File: config.mk
export PLATFORM = sky130hd
export DESIGN_NAME = ysyx_23060124_lsu_flat
export DESIGN_NICKNAME = d
export VERILOG_FILES = /design/src/rtl/ysyx_23060124_lsu_if.sv /design/src/rtl/ysyx_23060124_lsu.sv /design/src/flat_wrapper.sv
export SDC_FILE = /design/constraint.sdc
export NUM_CORES = 1
export LEC_CHECK = 0
export ABC_AREA = 0
export CAP_MARGIN = 20
export CORE_MARGIN = 2
export CORE_UTILIZATION = 48
export CTS_CLUSTER_DIAMETER = 200
export DETAILED_ROUTE_END_ITERATION = 16
export PLACE_DENSITY = 0.95
export SYNTH_ARGS = -nofsm -noshare
export SYNTH_HDL_FRONTEND = slang
export SYNTH_SLANG_ARGS = --single-unit
export TNS_END_PERCENT = 10
File: constraint.sdc
create_clock -name clock -period 5.5 [get_ports clock]
set_input_delay 0.825 -clock clock [delete_from_list [all_inputs] [get_ports clock]]
set_output_delay 0.825 -clock clock [all_outputs]
set_load 0.02 [all_outputs]
File: src/rtl/ysyx_23060124_lsu_if.sv
// Memory port between the LSU and the data memory: one request channel
// (valid/ready) and a single-cycle response pulse.
interface ysyx_23060124_lsu_if #(
    parameter int unsigned ISA_WIDTH = 32
);
    logic                 mem_req_valid;
    logic                 mem_req_ready;
    logic [ISA_WIDTH-1:0] mem_addr;
    logic                 mem_wen;
    logic [ISA_WIDTH-1:0] mem_wdata;
    logic [3:0]           mem_wstrb;
    logic                 mem_resp_valid;
    logic [ISA_WIDTH-1:0] mem_rdata;

    modport master (
        output mem_req_valid,
        output mem_addr,
        output mem_wen,
        output mem_wdata,
        output mem_wstrb,
        input  mem_req_ready,
        input  mem_resp_valid,
        input  mem_rdata
    );

    modport slave (
        input  mem_req_valid,
        input  mem_addr,
        input  mem_wen,
        input  mem_wdata,
        input  mem_wstrb,
        output mem_req_ready,
        output mem_resp_valid,
        output mem_rdata
    );
endinterface

File: src/rtl/ysyx_23060124_lsu.sv
// Load/store unit: takes one EXU packet at a time, runs at most one memory
// access, aligns/extends load data and hands a writeback packet to the WBU.
module ysyx_23060124_lsu #(
    parameter int unsigned ISA_WIDTH = 32,
    parameter int unsigned REG_AW    = 5
) (
    input  logic                      clock,
    input  logic                      reset,
    input  logic                      in_valid,
    output logic                      in_ready,
    input  logic [ISA_WIDTH-1:0]      in_alu_res,
    input  logic [ISA_WIDTH-1:0]      in_wdata,
    input  logic                      in_is_load,
    input  logic                      in_is_store,
    input  logic [2:0]                in_funct3,
    input  logic [REG_AW-1:0]         in_rd,
    input  logic                      in_rd_wen,
    ysyx_23060124_lsu_if.master       mem,
    output logic                      out_valid,
    input  logic                      out_ready,
    output logic [ISA_WIDTH-1:0]      out_res,
    output logic [REG_AW-1:0]         out_rd,
    output logic                      out_rd_wen,
    output logic                      out_misalign
);

    typedef enum logic [1:0] {StIdle, StReq, StWait, StDone} state_e;

    state_e               r_state;
    state_e               w_state_next;

    logic [ISA_WIDTH-1:0] r_addr;
    logic [ISA_WIDTH-1:0] r_wdata;
    logic                 r_is_load;
    logic                 r_is_store;
    logic [2:0]           r_funct3;
    logic [REG_AW-1:0]    r_rd;
    logic                 r_rd_wen;
    logic [ISA_WIDTH-1:0] r_res;
    logic                 r_misalign;

    logic                 w_accept;
    logic                 w_in_mem;
    logic                 w_in_misalign;
    logic                 w_in_store_only;
    logic                 w_req_fire;
    logic                 w_resp_take;
    logic [ISA_WIDTH-1:0] w_shifted;
    logic [ISA_WIDTH-1:0] w_load_data;
    logic [3:0]           w_wstrb;
    logic [ISA_WIDTH-1:0] w_store_data;

    assign w_accept        = in_valid && (r_state == StIdle);
    assign w_in_mem        = in_is_load || in_is_store;
    // funct3[1:0]: 00 byte, 01 half, 1x word (covers 011/110/111 as word)
    assign w_in_misalign   = w_in_mem &&
                             (((in_funct3[1:0] == 2'b01) && in_alu_res[0]) ||
                              (in_funct3[1] && (in_alu_res[1:0] != 2'b00)));
    // A packet flagged as both load and store is handled as a load.
    assign w_in_store_only = in_is_store && !in_is_load;
    assign w_req_fire      = (r_state == StReq) && mem.mem_req_ready;
    // A response only counts once the request has been handed over.
    assign w_resp_take     = mem.mem_resp_valid && (w_req_fire || (r_state == StWait));
    assign w_shifted       = mem.mem_rdata >> {r_addr[1:0], 3'b000};

    // Load extraction and extension
    always_comb begin
        w_load_data = mem.mem_rdata;
        unique case (r_funct3[1:0])
            2'b00:   w_load_data = r_funct3[2] ? {{(ISA_WIDTH-8){1'b0}}, w_shifted[7:0]}
                                               : {{(ISA_WIDTH-8){w_shifted[7]}}, w_shifted[7:0]};
            2'b01:   w_load_data = r_funct3[2] ? {{(ISA_WIDTH-16){1'b0}}, w_shifted[15:0]}
                                               : {{(ISA_WIDTH-16){w_shifted[15]}}, w_shifted[15:0]};
            default: w_load_data = mem.mem_rdata;
        endcase
    end

    // Store lane replication and byte strobes
    always_comb begin
        w_wstrb      = 4'b1111;
        w_store_data = r_wdata;
        unique case (r_funct3[1:0])
            2'b00: begin
                w_wstrb      = 4'b0001 << r_addr[1:0];
                w_store_data = {4{r_wdata[7:0]}};
            end
            2'b01: begin
                w_wstrb      = 4'b0011 << r_addr[1:0];
                w_store_data = {2{r_wdata[15:0]}};
            end
            default: begin
                w_wstrb      = 4'b1111;
                w_store_data = r_wdata;
            end
        endcase
    end

    // FSM state register
    always_ff @(posedge clock or posedge reset) begin
        if (reset) begin
            r_state <= StIdle;
        end else begin
            r_state <= w_state_next;
        end
    end

    // FSM next-state logic
    always_comb begin
        w_state_next = r_state;
        unique case (r_state)
            StIdle: begin
                if (w_accept) begin
                    w_state_next = (w_in_mem && !w_in_misalign) ? StReq : StDone;
                end
            end
            StReq: begin
                if (w_req_fire) begin
                    w_state_next = mem.mem_resp_valid ? StDone : StWait;
                end
            end
            StWait: begin
                if (mem.mem_resp_valid) begin
                    w_state_next = StDone;
                end
            end
            StDone: begin
                if (out_ready) begin
                    w_state_next = StIdle;
                end
            end
            default: w_state_next = StIdle;
        endcase
    end

    // FSM outputs; request fields come from latched state so they hold while stalled
    always_comb begin
        in_ready          = (r_state == StIdle);
        out_valid         = (r_state == StDone);
        mem.mem_req_valid = (r_state == StReq);
        mem.mem_wen       = (r_state == StReq) && r_is_store && !r_is_load;
        mem.mem_wstrb     = mem.mem_wen ? w_wstrb : 4'b0000;
        mem.mem_addr      = {r_addr[ISA_WIDTH-1:2], 2'b00};
        mem.mem_wdata     = w_store_data;
        out_res           = r_res;
        out_rd            = r_rd;
        out_rd_wen        = r_rd_wen;
        out_misalign      = r_misalign;
    end

    // Packet latch and writeback result capture
    always_ff @(posedge clock or posedge reset) begin
        if (reset) begin
            r_addr     <= '0;
            r_wdata    <= '0;
            r_is_load  <= 1'b0;
            r_is_store <= 1'b0;
            r_funct3   <= 3'b000;
            r_rd       <= '0;
            r_rd_wen   <= 1'b0;
            r_res      <= '0;
            r_misalign <= 1'b0;
        end else if (w_accept) begin
            r_addr     <= in_alu_res;
            r_wdata    <= in_wdata;
            r_is_load  <= in_is_load;
            r_is_store <= in_is_store;
            r_funct3   <= in_funct3;
            r_rd       <= in_rd;
            r_rd_wen   <= in_rd_wen && !w_in_misalign && !w_in_store_only;
            r_res      <= in_alu_res;
            r_misalign <= w_in_misalign;
        end else if (w_resp_take && r_is_load) begin
            r_res      <= w_load_data;
        end
    end

endmodule

File: src/flat_wrapper.sv
// flat-port wrapper written by rule: the top's interface ports become plain ports
module ysyx_23060124_lsu_flat 
#(
    parameter int unsigned ISA_WIDTH = 32,
    parameter int unsigned REG_AW    = 5
)
  (clock, reset, in_valid, in_ready, in_alu_res, in_wdata, in_is_load, in_is_store, in_funct3, in_rd, in_rd_wen, out_valid, out_ready, out_res, out_rd, out_rd_wen, out_misalign, mem_mem_req_valid, mem_mem_addr, mem_mem_wen, mem_mem_wdata, mem_mem_wstrb, mem_mem_req_ready, mem_mem_resp_valid, mem_mem_rdata);
  ysyx_23060124_lsu_if #(.ISA_WIDTH(ISA_WIDTH)) mem_i ();
  input  logic clock;
  input  logic reset;
  input  logic in_valid;
  output logic in_ready;
  input  logic [ISA_WIDTH-1:0] in_alu_res;
  input  logic [ISA_WIDTH-1:0] in_wdata;
  input  logic in_is_load;
  input  logic in_is_store;
  input  logic [2:0] in_funct3;
  input  logic [REG_AW-1:0] in_rd;
  input  logic in_rd_wen;
  output logic out_valid;
  input  logic out_ready;
  output logic [ISA_WIDTH-1:0] out_res;
  output logic [REG_AW-1:0] out_rd;
  output logic out_rd_wen;
  output logic out_misalign;
  output wire logic [$bits(mem_i.mem_req_valid)-1:0] mem_mem_req_valid;
  output wire logic [$bits(mem_i.mem_addr)-1:0] mem_mem_addr;
  output wire logic [$bits(mem_i.mem_wen)-1:0] mem_mem_wen;
  output wire logic [$bits(mem_i.mem_wdata)-1:0] mem_mem_wdata;
  output wire logic [$bits(mem_i.mem_wstrb)-1:0] mem_mem_wstrb;
  input wire logic [$bits(mem_i.mem_req_ready)-1:0] mem_mem_req_ready;
  input wire logic [$bits(mem_i.mem_resp_valid)-1:0] mem_mem_resp_valid;
  input wire logic [$bits(mem_i.mem_rdata)-1:0] mem_mem_rdata;
  assign mem_mem_req_valid = mem_i.mem_req_valid;
  assign mem_mem_addr = mem_i.mem_addr;
  assign mem_mem_wen = mem_i.mem_wen;
  assign mem_mem_wdata = mem_i.mem_wdata;
  assign mem_mem_wstrb = mem_i.mem_wstrb;
  assign mem_i.mem_req_ready = mem_mem_req_ready;
  assign mem_i.mem_resp_valid = mem_mem_resp_valid;
  assign mem_i.mem_rdata = mem_mem_rdata;
  ysyx_23060124_lsu #(.ISA_WIDTH(ISA_WIDTH), .REG_AW(REG_AW)) u_core (.clock(clock), .reset(reset), .in_valid(in_valid), .in_ready(in_ready), .in_alu_res(in_alu_res), .in_wdata(in_wdata), .in_is_load(in_is_load), .in_is_store(in_is_store), .in_funct3(in_funct3), .in_rd(in_rd), .in_rd_wen(in_rd_wen), .mem(mem_i), .out_valid(out_valid), .out_ready(out_ready), .out_res(out_res), .out_rd(out_rd), .out_rd_wen(out_rd_wen), .out_misalign(out_misalign));
endmodule
---- Word-level counts from Yosys, hierarchy flattened ----
Index checks and enable logic that the tools add are counted.
word-level totals
  register bits ........................... 110
  latch bits .............................. 0
  RAM bits ................................ 0
  memory bits (read-only) ................. 0
  bits of input ports ..................... 113
  output and inout port bits .............. 111
  word-level logic and storage cells ...... 62
  memories ................................ 0
cells by class
  add/sub/neg operators ................... 0
  multiply operators ...................... 0
  divide/modulo/power cells ............... 0
  magnitude comparators ................... 0
  equality and inequality tests ........... 9
  shift-type cells ........................ 3
  multiplexer cells ....................... 15
  bitwise operators ....................... 0
  reduce and logical (&&, ||, !) cells .... 25
operator list
  operator                                                               count
  32-bit two-way mux                                                     4
  32-bit case mux with 2 select lines                                    2
  32-bit by 5-bit >> shifter with 16-bit output                          1
  1-bit logical AND                                                      13
  2-bit two-way mux                                                      5
  2-bit case mux with 4 select lines                                     1
  4-bit case mux with 2 select lines                                     1
  2-bit by 1-bit equality test with 1-bit output, second input constant  3
  2-bit by 1-bit != test with 1-bit output, second input constant        3
  2-bit equality test, second input constant                             2
  1-bit zero test                                                        4
  2-bit zero test                                                        2
  4-bit two-way mux                                                      1
  4-bit AND reduction                                                    1
  2-bit nonzero test                                                     2
  1-bit by 2-bit << shifter with 4-bit output, first input constant      1
  2-bit by 2-bit << shifter with 4-bit output, first input constant      1
  1-bit logical OR                                                       3
  2-bit != test, second input constant                                   1
  1-bit two-way mux                                                      1

---- Depth between registers and ports, before layout ----
Gate-level depths: netlist (run 1).
  depth after elaboration ................. 9
  depth in mapped cells ................... 8

---- Worst setup path before layout (run 1) ----
OpenSTA, ideal clock, no wires.
  kind .................................... register -> output
  start ................................... register u_core.r_state[1]
  end ..................................... output mem_mem_wstrb[3]
  arrival ................................. 1.857 ns
  data required time ...................... 4.675 ns
  slack ................................... 2.818 ns
  stages on the path, launching flop included .. 6
  path through ............................ dfrtp_1 > inv_1 > ha_1 > and3b_1 > clkbuf_1 > a21boi_0
on the way
  longest elaborated chain between the ends .. 4
RTL lines
  item                                            RTL line                  RTL
  start: declaration                              ysyx_23060124_lsu.sv:29   state_e r_state;
  start signal: assignment                        ysyx_23060124_lsu.sv:101  r_state <= StIdle;
  start signal: assignment                        ysyx_23060124_lsu.sv:103  r_state <= w_state_next;
  2-bit by 1-bit equality test with 1-bit output  --
  named net mem_mem_req_valid                     flat_wrapper.sv:26        output wire logic [$bits(mem_i.mem_req_valid)-1:0] mem_mem_req_valid;
  1-bit logical AND (2 in a row)                  ysyx_23060124_lsu.sv:140  mem.mem_wen = (r_state == StReq) && r_is_store && !r_is_load;
  named net mem_mem_wen                           flat_wrapper.sv:28        output wire logic [$bits(mem_i.mem_wen)-1:0] mem_mem_wen;
  4-bit two-way mux                               ysyx_23060124_lsu.sv:141  mem.mem_wstrb = mem.mem_wen ? w_wstrb : 4'b0000;
  end: declaration                                flat_wrapper.sv:30        output wire logic [$bits(mem_i.mem_wstrb)-1:0] mem_mem_wstrb;
The timed path passes the listed nets, and every way through them passes these cells.

---- Worst setup path after layout (run 1) ----
  start ................................... register u_core.r_funct3[0]
  end ..................................... output mem_mem_wdata[14]
on the way
  longest elaborated chain between the ends .. 2
RTL lines
  item                                                                               RTL line                  RTL
  start: declaration                                                                 ysyx_23060124_lsu.sv:36   logic [2:0] r_funct3;
  start signal: assignment                                                           ysyx_23060124_lsu.sv:167  r_funct3 <= in_funct3;
  2-bit by 1-bit equality test with 1-bit output or 2-bit zero test (tied branches)  ysyx_23060124_lsu.sv:82   unique case (r_funct3[1:0])
  32-bit case mux with 2 select lines *                                              ysyx_23060124_lsu.sv:82
  end: declaration                                                                   flat_wrapper.sv:29        output wire logic [$bits(mem_i.mem_wdata)-1:0] mem_mem_wdata;
Mark *: on every way between the ends. The rest lies on a longest branch, timed or not.

==> impl_metrics.json, run 1 <==
{
  "status": "complete, no violations",
  "ant_nets": 0,
  "synth.avg_cell_area_sq_um": 8.785,
  "power_frac_clock": 0.129,
  "antenna_cells": 0,
  "numCtsBuffers": 9,
  "post-dp-hpwl_microns": 12680,
  "die_x_microns": 113.7,
  "p_seq_frac": 0.304,
  "drv_cap": 0,
  "rsz0062_at_grt": "no",
  "start_kind": "flop",
  "synth_area_leaders": "dfrtp_1, nand2_1, buf_4, a2bb2oi_1, mux2_2",
  "yosysTopAreaCellShare": 0.4762,
  "cts.clk_slew.worst_paths_ns": 0.07,
  "cp_max_fo": 15,
  "grt_use_total": 0.2748,
  "cts_hold_buf": 0,
  "portBuffers": 221,
  "setup-tns-final_ns": 0,
  "antenna_found_initial": 0,
  "min_period_ns": 3.409,
  "leakage_uw": 0.003633,
  "critPathKind": "flop to output port",
  "routabilityCongestion": 0.8812,
  "drtIter0Drc": 375,
  "layout_common_cells": "nand2_1, clkdlybuf4s50_1, dfrtp_1, nor2_1",
  "crit_chain": "nor2_2, mux2_2, clkdlybuf4s50_1",
  "switching_share": 0.4293,
  "drive_gt1_frac": 0.05746,
  "startpoint": "u_core.r_funct3[0]",
  "postCtsSetupBuffers": 0,
  "via_per_inst": 5.492,
  "vias": 5300,
  "n_fill_cell": 925,
  "grt.overflow.total": 0,
  "r2r_slack_ns": 2.54,
  "worstRegToRegCells": 6,
  "min_from": "u_core.out_rd[2]",
  "max_stage_delay_ns": 0.65,
  "fp-row-count": 40,
  "area_growth_pct": 38.81,
  "cts_max_level": 3,
  "r2r-end": "u_core.out_res[26]",
  "yosysWarnings": 0,
  "p_int_uw": 2787,
  "worstSkewPairLatency_ns": 0.35,
  "drt_pre_antenna_iters": 6,
  "power.density_nw_per_um2": 608.7,
  "synth_cell_types": 42,
  "synth_seq_area_share": 0.4762,
  "syn_area_sq_um": 5781,
  "hold_ws_ns": 0.4747,
  "drt-total-wl_microns": 17700,
  "grt_pass1_vias": 5212,
  "fmax_mhz": 293.3,
  "worstPathArrival_ns": 2.58,
  "required_ns": 4.68,
  "core-area_sq_um": 11860,
  "cts-root-buf": "clkbuf_16",
  "start_util": 0.4873,
  "io_pins": 224,
  "drc": 0,
  "hold_viol": 0,
  "grt_pass1_wl_microns": 27540,
  "power_uw": 4884,
  "fin_crit_sh": 0.6198,
  "skew_ns": 0.01088,
  "nNetsFinal": 931,
  "switching_power_uw": 2096,
  "p_comb_frac": 0.567,
  "cts_resized": 0,
  "min_to": "u_core.out_rd[2]",
  "die_area_sq_um": 12940,
  "slew_viol_final": 0,
  "ys_ff_latch": 110,
  "yosys.area.top_type": "dfrtp_1",
  "wl_per_cell_microns": 18.34,
  "cpMaxStageDelayCell": "dfrtp_1",
  "r2r-start": "u_core.r_state[1]",
  "setup_violations": 0,
  "end_kind": "output port",
  "cts_tree": "yes",
  "relSlewSlack": 0.3086,
  "die_h_microns": 113.7,
  "peakVddDrop_uv": 350.8,
  "grt_max_degree": 96,
  "tightest_slew_ns": 1.033,
  "synthCells": 658,
  "min_path_cells": 2,
  "final_common_cell": "nand2_1",
  "clk_path_buf_depth": 2,
  "clock_sinks": 110,
  "worstHoldPathType": "flop to flop"
}
Yosys cell counts, drive strengths merged:
library cell / n
nor4b: 1
nand3b: 8
o31ai: 1
a211oi: 1
mux2i: 17
nor2: 30
nor3: 1
buf: 58
nor4: 1
a31oi: 1
and3: 1
xnor2: 1
o21ai: 23
clkbuf: 25
and3b: 1
nand2: 230
nand2b: 1
mux2: 17
o41ai: 1
conb: 1
a21o: 3
a21boi: 13
a2bb2oi: 24
nand3: 12
ha: 5
o21a: 3
a2111oi: 1
o211ai: 24
a22oi: 5
dfrtp: 110
and2: 1
inv: 7
o2111ai: 1
and4b: 1
nor2b: 5
a21oi: 23
stage by stage:
step | setup WS, ns | cells | area [sq um] | utilization
after floorplan | 1.773 | 659 | 5784 | -
after global placement | 2.159 | 949 | 7737 | 0.6523
after detailed placement | 2.089 | 949 | 7737 | 0.6523
after CTS | 2.059 | 965 | 8024 | 0.6765
after global routing | 1.980 | 965 | 8024 | 0.6765
final | 2.091 | 965 | 8024 | 0.6765
per-layer routing:
layer,track usage,vias up,part of all wire
met3,0.07705,36,0.095
met5,0,-,0
met2,0.4467,288,0.47
li1,-,2472,-
met1,0.3482,2504,0.40
met4,0.1122,0,0.032
worst max-delay path: cells and delay by family, from the launching register on:
family | cells | cell delay (ns)
simple gates | 1 | 0.63
buf+inv | 1 | 0.55
flops | 1 | 0.65
mux | 1 | 0.41
cells by family after synthesis:
group	count (synthesis)	synth area share
other cells	1	0.0006487
xor+xnor	1	0.001515
buf+inv	90	0.08983
fa+ha+maj	5	0.01082
flops	110	0.4762
compound gates	124	0.1500
mux	34	0.06255
simple gates	293	0.2084
worst max-delay path by stage:
stage          slack (ns)                   to
2_1_floorplan        1.77  u_core.out_misalign
3_3_place_gp         2.16   u_core.out_res[29]
3_5_place_dp         2.09   u_core.out_res[27]
4_1_cts              2.06    mem_mem_wdata[15]
5_1_grt              1.98    mem_mem_wdata[14]
6_report             2.09    mem_mem_wdata[14]
final cells by class:
class                   instances  area, sq um  area share
clock buffers                   9        225.2     0.02807
clock inverters                 7        61.31    0.007641
inverters                       7        28.78    0.003586
multi-input cells             459         2522      0.3144
flip-flops and latches        110         2753      0.3431
well taps                     147        183.9     0.02292
repair buffers                226         2250      0.2804
power groups by stage:
stage               clock [uW]  sequential [uW]  combinational [uW]
finish                     630             1480                2770
global route               684             1520                2990
CTS                        644             1480                2780
detailed placement           0             1490                2760
global placement             0             1480                2700
floorplan                    0             1560                1660
flip-flops by register name, summed over array words and instances, names as in the netlist:
signal and count:
u_core.out_rd_wen 1, u_core.r_funct3 3, u_core.r_state 2, u_core.out_res 32
u_core.out_rd 5, u_core.r_is_load 1, u_core.r_wdata 32, u_core.r_is_store 1
u_core.out_misalign 1, u_core.r_addr 32
No activity file was read; power rests on OpenSTA's default activity.
==> inputs of run 2 (changes only) <==
Settings changed: CORE_UTILIZATION 48 to 44, PLACE_DENSITY 0.95 to 0.89.
Clock period 5.5 ns to 3.6 ns, I/O delays scaled along.
==> impl_metrics.json, run 2 (synthesis results as in run 1) <==
{
  "r2r-start": "u_core.r_state[0]",
  "io_pins": 224,
  "cpMaxStageDelayCell": "dfrtp_1",
  "fin_crit_sh": 0.8545,
  "rsz0062_at_grt": "no",
  "hold_viol": 0,
  "fmax_mhz": 325.1,
  "multiInputGateArea_sq_um": 2522,
  "cts.clk_slew.worst_paths_ns": 0.07,
  "grt_pass1_vias": 5375,
  "p_int_uw": 4406,
  "grt_pass1_wl_microns": 28660,
  "numCtsBuffers": 9,
  "setup_violations": 0,
  "start_kind": "flop",
  "layout_common_cells": "nand2_1, clkdlybuf4s50_1, dfrtp_1, nor2_1",
  "final_common_cell": "nand2_1",
  "cts_hold_buf": 0,
  "vias": 5303,
  "portBuffers": 221,
  "skew_ns": 0.007633,
  "wl_per_cell_microns": 18.30,
  "die_area_sq_um": 14070,
  "p_comb_frac": 0.558,
  "slew_viol_final": 0,
  "critical_path.top_delay_family": "flip-flops",
  "grt.overflow.total": 0,
  "post-dp-hpwl_microns": 13200,
  "via_per_inst": 5.335,
  "crit_chain": "nor2_2, mux2_2, clkdlybuf4s50_1",
  "cts_tree": "yes",
  "leakage_uw": 0.003669,
  "maxUsedRoutingLayer": "met4",
  "drive_gt1_frac": 0.06204,
  "min_period_ns": 3.076,
  "grt_max_degree": 60,
  "drtIter0Drc": 322,
  "nNetsFinal": 935,
  "start_util": 0.4544,
  "power_frac_clock": 0.143,
  "clk_path_buf_depth": 2,
  "worstPathArrival_ns": 2.54,
  "relSlewSlack": 0.4438,
  "wl_met3_microns": 1571,
  "drt-total-wl_microns": 18190,
  "antenna_cells": 0,
  "switching_power_uw": 3199,
  "p_seq_frac": 0.299,
  "peakVddDrop_uv": 534.1,
  "grt_use_total": 0.2586,
  "dp.cells": 977,
  "critPathKind": "flop to output port",
  "routabilityCongestion": 0.8978,
  "die_h_microns": 118.6,
  "startpoint": "u_core.r_funct3[0]",
  "wl_met1_microns": 7330,
  "end_kind": "output port",
  "setup-tns-final_ns": 0,
  "drc": 0,
  "fp-row-count": 41,
  "core-area_sq_um": 12720,
  "n_fill_cell": 1086,
  "antenna_found_initial": 0,
  "status": "complete, no violations",
  "regArea_sq_um": 2753,
  "worstHoldPathType": "flop to flop",
  "tightest_slew_ns": 0.8133,
  "power_uw": 7605,
  "die_x_microns": 118.6,
  "ant_nets": 0,
  "switching_share": 0.4207,
  "power.density_nw_per_um2": 935.1,
  "cts-root-buf": "clkbuf_16",
  "final_cells": 994,
  "drv_cap": 0,
  "wl_met2_microns": 8712,
  "postCtsSetupBuffers": 0,
  "worst-path-buf-inv": 1,
  "cp_max_fo": 15,
  "max_stage_delay_ns": 0.63,
  "drt_pre_antenna_iters": 5,
  "fin_util": 0.6393,
  "cts_max_level": 3,
  "cts_resized": 0,
  "worstSkewPairLatency_ns": 0.36,
  "required_ns": 3.06,
  "area_growth_pct": 40.69,
  "min_from": "u_core.r_wdata[21]",
  "clock_sinks": 110
}
[run 2: power groups by stage]
stage | registers, uW | clock network [uW] | logic (uW)
3_3_place_gp | 2260 | 0 | 4130
2_1_floorplan | 2390 | 0 | 2540
4_1_cts | 2270 | 1100 | 4260
6_report | 2280 | 1080 | 4240
5_1_grt | 2350 | 1160 | 4550
3_5_place_dp | 2280 | 0 | 4240
[run 2: final timing paths]
check | slack (ns) | endpoint | depth (start not counted)
setup / recovery | 0.52 | mem_mem_wdata[12] | 3
hold / removal | 0.48 | u_core.r_wdata[21] | 2
setup reg to reg | 1.20 | u_core.out_res[23] | 7
hold reg to reg | 0.48 | u_core.r_wdata[21] | 2
max in group asynchronous | 2.20 | u_core.out_res[17] | 3
min in group asynchronous | 0.64 | u_core.r_wdata[29] | 2
[run 2: layout make-up]
class,instances,area share
sequential,110,0.3385
multi-input combinational,459,0.3102
clock buffer,9,0.02769
timing repair buffer,230,0.2818
inverter,7,0.003538
tap,172,0.02646
clock inverter,7,0.01185
[run 2: per-stage QoR]
stage	setup WS (ns)	hold WS [ns]	cell area, sq um
CTS	0.5037	0.4754	8125
finish	0.5237	0.4752	8133
floorplan	0.1577	0.4385	5784
detailed placement	0.8696	0.4568	7804
global placement	0.9758	0.4527	7804
global route	0.4172	0.4958	8133
[run 2: worst register-to-register path, stage by stage, from the launching register on]
cell	delay, ns
dfrtp_1	0.40
inv_1	0.15
ha_1	0.28
and2_4	0.39
buf_4	0.61
nand2_1	0.16
a21boi_0	0.15
a2bb2oi_1	0.17
[run 2: routing by layer]
metal,global-route usage,up-vias
met5,0,-
met2,0.4213,264
met1,0.3233,2517
li1,-,2484
met4,0.1094,0
met3,0.06950,38
